## config.mk

```make
export PLATFORM = sky130hd
export DESIGN_NAME = csr_unit
export DESIGN_NICKNAME = d
export VERILOG_FILES = /design/src/rtl/csr_unit.sv
export SDC_FILE = /design/constraint.sdc
export NUM_CORES = 1
export LEC_CHECK = 0
export BUFFER_PORTS_ARGS = -buffer_cell sky130_fd_sc_hd__clkbuf_2
export CAP_MARGIN = 20
export CORE_MARGIN = 2
export CORE_UTILIZATION = 35
export CTS_CLUSTER_DIAMETER = 40
export CTS_CLUSTER_SIZE = 25
export DETAILED_ROUTE_END_ITERATION = 16
export PLACE_DENSITY = 0.74
export SLEW_MARGIN = 40
export SYNTH_ARGS = -nofsm -noshare
export SYNTH_HDL_FRONTEND = slang
export SYNTH_SLANG_ARGS = --single-unit
```

## constraint.sdc

```tcl
create_clock -name clk -period 4.7 [get_ports clk]
set_clock_uncertainty 0.2 [all_clocks]
set_input_delay 0.235 -clock clk [delete_from_list [all_inputs] [get_ports clk]]
set_output_delay 0.235 -clock clk [all_outputs]
set_load 0.01 [all_outputs]
```

## src/rtl/csr_unit.sv

```systemverilog
// CSR read-modify-write unit: reads the old CSR value, applies RW/RS/RC
// (register or immediate operand), writes it back and holds the result until popped.
module csr_unit #(
  parameter int XLEN       = 32,
  parameter int CSR_ADDR_W = 12,
  parameter int REG_ADDR_W = 5,
  parameter int RD_TIMEOUT = 16
) (
  input  logic                  clk,
  input  logic                  rst_n,
  input  logic                  in_valid,
  output logic                  in_ready,
  input  logic [2:0]            op,
  input  logic [XLEN-1:0]       arg0,
  input  logic [REG_ADDR_W-1:0] rs1,
  input  logic [XLEN-1:0]       imm,
  input  logic [REG_ADDR_W-1:0] i_rd,
  output logic                  i_error,
  output logic [XLEN-1:0]       res,
  output logic [REG_ADDR_W-1:0] o_rd,
  output logic                  valid,
  output logic                  o_error,
  input  logic                  clear,
  output logic                  csr_re,
  output logic [CSR_ADDR_W-1:0] csr_ra,
  input  logic                  csr_rvalid,
  input  logic [XLEN-1:0]       csr_rd,
  input  logic                  csr_err,
  output logic                  csr_we,
  output logic [CSR_ADDR_W-1:0] csr_wa,
  output logic [XLEN-1:0]       csr_wd
);

  localparam int CNT_W = $clog2(RD_TIMEOUT + 1);

  localparam logic [1:0] IDLE  = 2'd0;
  localparam logic [1:0] READ  = 2'd1;
  localparam logic [1:0] WRITE = 2'd2;
  localparam logic [1:0] DONE  = 2'd3;

  logic [1:0]            state_reg, state_next;
  logic [2:0]            op_reg;
  logic [XLEN-1:0]       operand_reg;
  logic [XLEN-1:0]       old_reg;
  logic [CSR_ADDR_W-1:0] addr_reg;
  logic [REG_ADDR_W-1:0] rd_reg;
  logic                  wr_skip_reg;
  logic                  fault_reg;
  logic [CNT_W-1:0]      cnt_reg;

  logic                  op_legal;
  logic                  rd_skip_in;
  logic                  wr_skip_in;
  logic                  accept;
  logic                  read_only;
  logic                  rd_timeout;
  logic [XLEN-1:0]       operand_in;
  logic [XLEN-1:0]       wdata;
  logic                  unused_imm_hi;

  assign op_legal   = (op[1:0] != 2'b00);
  assign operand_in = op[2] ? XLEN'(rs1) : arg0;
  // RW never needs the old value when it would be discarded; RS/RC with x0 never modify
  assign rd_skip_in = (op[1:0] == 2'b01) && (i_rd == '0);
  assign wr_skip_in = (op[1:0] != 2'b01) && (rs1 == '0);
  assign accept     = (state_reg == IDLE) && in_valid && op_legal;
  assign read_only  = (addr_reg[CSR_ADDR_W-1 -: 2] == 2'b11);
  assign rd_timeout = (cnt_reg == CNT_W'(RD_TIMEOUT - 1));
  assign unused_imm_hi = ^imm[XLEN-1:CSR_ADDR_W];

  always_comb begin
    wdata = '0;
    case (op_reg[1:0])
      2'b01:   wdata = operand_reg;
      2'b10:   wdata = old_reg | operand_reg;
      default: wdata = old_reg & ~operand_reg;
    endcase
  end

  always_comb begin
    state_next = state_reg;
    case (state_reg)
      IDLE:    if (accept) state_next = rd_skip_in ? WRITE : READ;
      READ: begin
        if (csr_rvalid)      state_next = (csr_err || wr_skip_reg) ? DONE : WRITE;
        else if (rd_timeout) state_next = DONE;
      end
      WRITE:   state_next = DONE;
      DONE:    if (clear) state_next = IDLE;
      default: state_next = IDLE;
    endcase
  end

  always_ff @(posedge clk) begin
    if (!rst_n) begin
      state_reg   <= IDLE;
      op_reg      <= '0;
      operand_reg <= '0;
      old_reg     <= '0;
      addr_reg    <= '0;
      rd_reg      <= '0;
      wr_skip_reg <= 1'b0;
      fault_reg   <= 1'b0;
      cnt_reg     <= '0;
    end else begin
      state_reg <= state_next;
      case (state_reg)
        IDLE: begin
          if (accept) begin
            op_reg      <= op;
            operand_reg <= operand_in;
            addr_reg    <= imm[CSR_ADDR_W-1:0];
            rd_reg      <= i_rd;
            wr_skip_reg <= wr_skip_in;
            old_reg     <= '0;
            fault_reg   <= 1'b0;
            cnt_reg     <= '0;
          end
        end
        READ: begin
          if (csr_rvalid) begin
            old_reg <= csr_rd;
            if (csr_err) fault_reg <= 1'b1;
          end else if (rd_timeout) begin
            fault_reg <= 1'b1;
          end else begin
            cnt_reg <= cnt_reg + CNT_W'(1);
          end
        end
        WRITE: begin
          if (read_only) fault_reg <= 1'b1;
        end
        default: ;
      endcase
    end
  end

  assign in_ready = (state_reg == IDLE);
  assign i_error  = (state_reg == IDLE) && in_valid && !op_legal;

  assign csr_re = (state_reg == READ);
  assign csr_ra = csr_re ? addr_reg : '0;
  assign csr_we = (state_reg == WRITE) && !read_only;
  assign csr_wa = csr_we ? addr_reg : '0;
  assign csr_wd = csr_we ? wdata : '0;

  assign valid   = (state_reg == DONE);
  assign res     = valid ? old_reg : '0;
  assign o_rd    = (valid && !fault_reg) ? rd_reg : '0;
  assign o_error = valid && fault_reg;

endmodule

```

==> impl_metrics.toml <==
[logic_synthesis]
ys.warnings.count = 0
netlist_instances = 592
synth_most_common_cell = "dfxtp_1"
ys_async_sr_fraction = 0
synth_top_area_share = 0.380
syn_avg_cell_area_sq_um = 8.18
yosysUniqueCellTypes = 38
synth-simple-area-share = 0.328
ys_seq_elements = 92
synth_enable_flop_cells = 0
muxShareOfSynthArea = 0.0145
syn_nets = 717
synth_largest_area_cell = "dfxtp_1"
netlist_area_sq_um = 4840
synth_top_family_by_area = "simple AND/OR/NAND/NOR gates"
synth_ff_type = "dfxtp_1"
ys_top_cells_by_area = "dfxtp_1 38%, a21boi_0 7.4%, and2_1 6.5%"
synth_xor_area_frac = 0.00362
synth_compound_area_frac = 0.199
synth-adder-area-share = 0.0258
ys_seq_area_frac = 0.380
synthTopCellsByCount = "92 x dfxtp_1, 77 x nand2_1, 50 x and2_1"

[power]
p_leak_nw = 3.02
p_per_area_nw_per_um2 = 347
vdd_ir_drop_max_mv = 0.276

[clocking]
cts_tree = "built"
clock_latency_ps = 340
path_clk_slew_ps = 60
cts_root_buf = "clkbuf_16"
htree_levels = 3
clockBufferDepth = 2
cts_buffers = 9
clock_sinks = 92

[critical_path]
crit_path_max_fanout = 18
cp.required_ps = 4260
r2r-start = "state_reg[1]"
arrival_ps = 2490
rrSetupSlack_ps = 1920
r2r_cells = 7
r2r-end = "state_reg[1]"
cp-start-kind = "register"
worst-setup-path-type = "register to output pin"
critPathCaptureType = "output pin"

[timing]
tightest_slew_ps = 749
final_max_slew_viol_count = 0
hold_viol = 0
setup_ws_ps = 1770
tns_ps = 0
setup_violations = 0
rsz0062_at_grt = "no"
fin_crit_sh = 0.623
min_period_ps = 2930
fmax_ghz = 0.342
slew-limit-headroom = 0.501

[worst_hold_path]
hold_path_depth = 4
hp-start = "rs1[0]"
holdCritPathClass = "input port to register"
hold_end = "wr_skip_reg"

[detailed_routing]
top_layer = "met4"
first_pass_iters = 5
routed-wl-met2_um = 7240
post-route-drc-count = 0
vias = 5071
wire_per_inst_um = 15.2
detail-route-antenna-nets = 0
post_drt_via_cell_ratio = 4.99
routed_wl_um = 15400
drt_iter0_markers = 331
wl_met3_um = 748
drt-met1-wl_um = 7200

[global_routing]
grt_use_total = 0.207
grt_max_degree = 60
overflow = 0
grt_pass1_wl_um = 23900
antenna_found_initial = 1
grt_pass1_vias = 4734

[placement]
gp_congestion = 0.785
pre_cts_ws_ps = 1920
hpwlAfterDp_um = 9500
port_buffers = 193

[cells_and_area]
fill_cells = 1277
drive_gt1_frac = 0.267
area_delta_synth_final_pct = 45.5
fin_nets = 959

[run_status]
status = "finished clean"

[floorplanning]
fp.coreArea_sq_um = 13400
dieWidth_um = 122
start_util = 0.361
die_h_um = 122
std_cell_rows = 42
dieArea_sq_um = 14800
ios = 214

[run]
cap_violations = 0
==> worst max path at each step <==
stage / from / to
6_report: state_reg[0] / csr_wd[15]
5_1_grt: state_reg[0] / csr_wd[20]
4_1_cts: state_reg[0] / csr_wd[30]
3_5_place_dp: state_reg[0] / state_reg[1]
3_3_place_gp: state_reg[1] / old_reg[24]
2_1_floorplan: state_reg[0] / state_reg[1]
==> metrics by stage <==
| stage | hold slack (ps) | power (mW) | cell area (sq um) | std cells | util |
|---|---|---|---|---|---|
| 4_1_cts | 26.9 | 2.47 | 7040 | 1015 | 0.525 |
| 5_1_grt | 61.1 | 2.58 | 7040 | 1015 | 0.525 |
| 2_1_floorplan | 180 | 1.39 | 4840 | 592 | - |
| 3_3_place_gp | 246 | 1.60 | 5900 | 920 | 0.440 |
| 3_5_place_dp | 253 | 1.66 | 5970 | 923 | 0.445 |
| 6_report | 52.8 | 2.44 | 7040 | 1016 | 0.526 |
==> placed cells by master, fill, tap and decap left out, drive strengths merged, types with 9 or more instances in the layout <==
cell type | netlist | layout
a22oi | 32 | 32
nor2 | 42 | 42
buf | 19 | 10
clkbuf | 28 | 203
inv | 8 | 9
and2 | 50 | 50
nor2b | 37 | 37
a21boi | 48 | 48
dfxtp | 92 | 92
nor3b | 32 | 32
nand2 | 77 | 77
and3 | 14 | 14
a21oi | 35 | 35
ha | 10 | 10
dlygate4sd3 | 0 | 76
nand3b | 27 | 27
==> layout make-up <==
type	instances	area, sq um	area share
tap	176	220	0.0313
sequential	92	1840	0.262
timing repair buffer	278	1840	0.262
inverter	8	30.0	0.00426
multi-input combinational	445	2800	0.397
clock buffer	11	253	0.0359
antenna	1	2.50	0.000355
clock inverter	5	58.8	0.00835
==> worst max-delay path: stages, from the launching register on <==
cell and delay, ps:
dfxtp_1 350, inv_1 120, ha_1 440, nand2_1 530, buf_4 400, nor2_1 150
clkbuf_2 150
==> what timing repair did <==
action	4_1_cts	5_1_grt
endpoints found under the setup margin	0	0
hold endpoints to repair	76	0
gates resized for setup	0	0
hold buffers	76	0
buffers inserted	0	0
==> kinds of logic after synthesis <==
kind of cell	count (synthesis)
flip-flops	92
XOR/XNOR	2
AO/OA/AOI/OAI	136
AND/OR/NAND/NOR	290
buffers and inverters	55
multiplexers	7
adder cells (fa/ha/maj)	10
==> per-layer routing <==
| layer | global-route usage | vias up |
|---|---|---|
| met5 | 0 | - |
| met4 | 0.0711 | 0 |
| met3 | 0.0351 | 16 |
| met2 | 0.351 | 165 |
| met1 | 0.266 | 2372 |
| li1 | - | 2518 |
==> where the power goes <==
group	switching [mW]	leakage (nW)	internal, mW
clock network	0.312	0.148	0.442
logic	0.458	2.13	0.294
registers	0.0663	0.747	0.870
total	0.837	3.02	1.61
No activity file was read; power rests on OpenSTA's default activity.
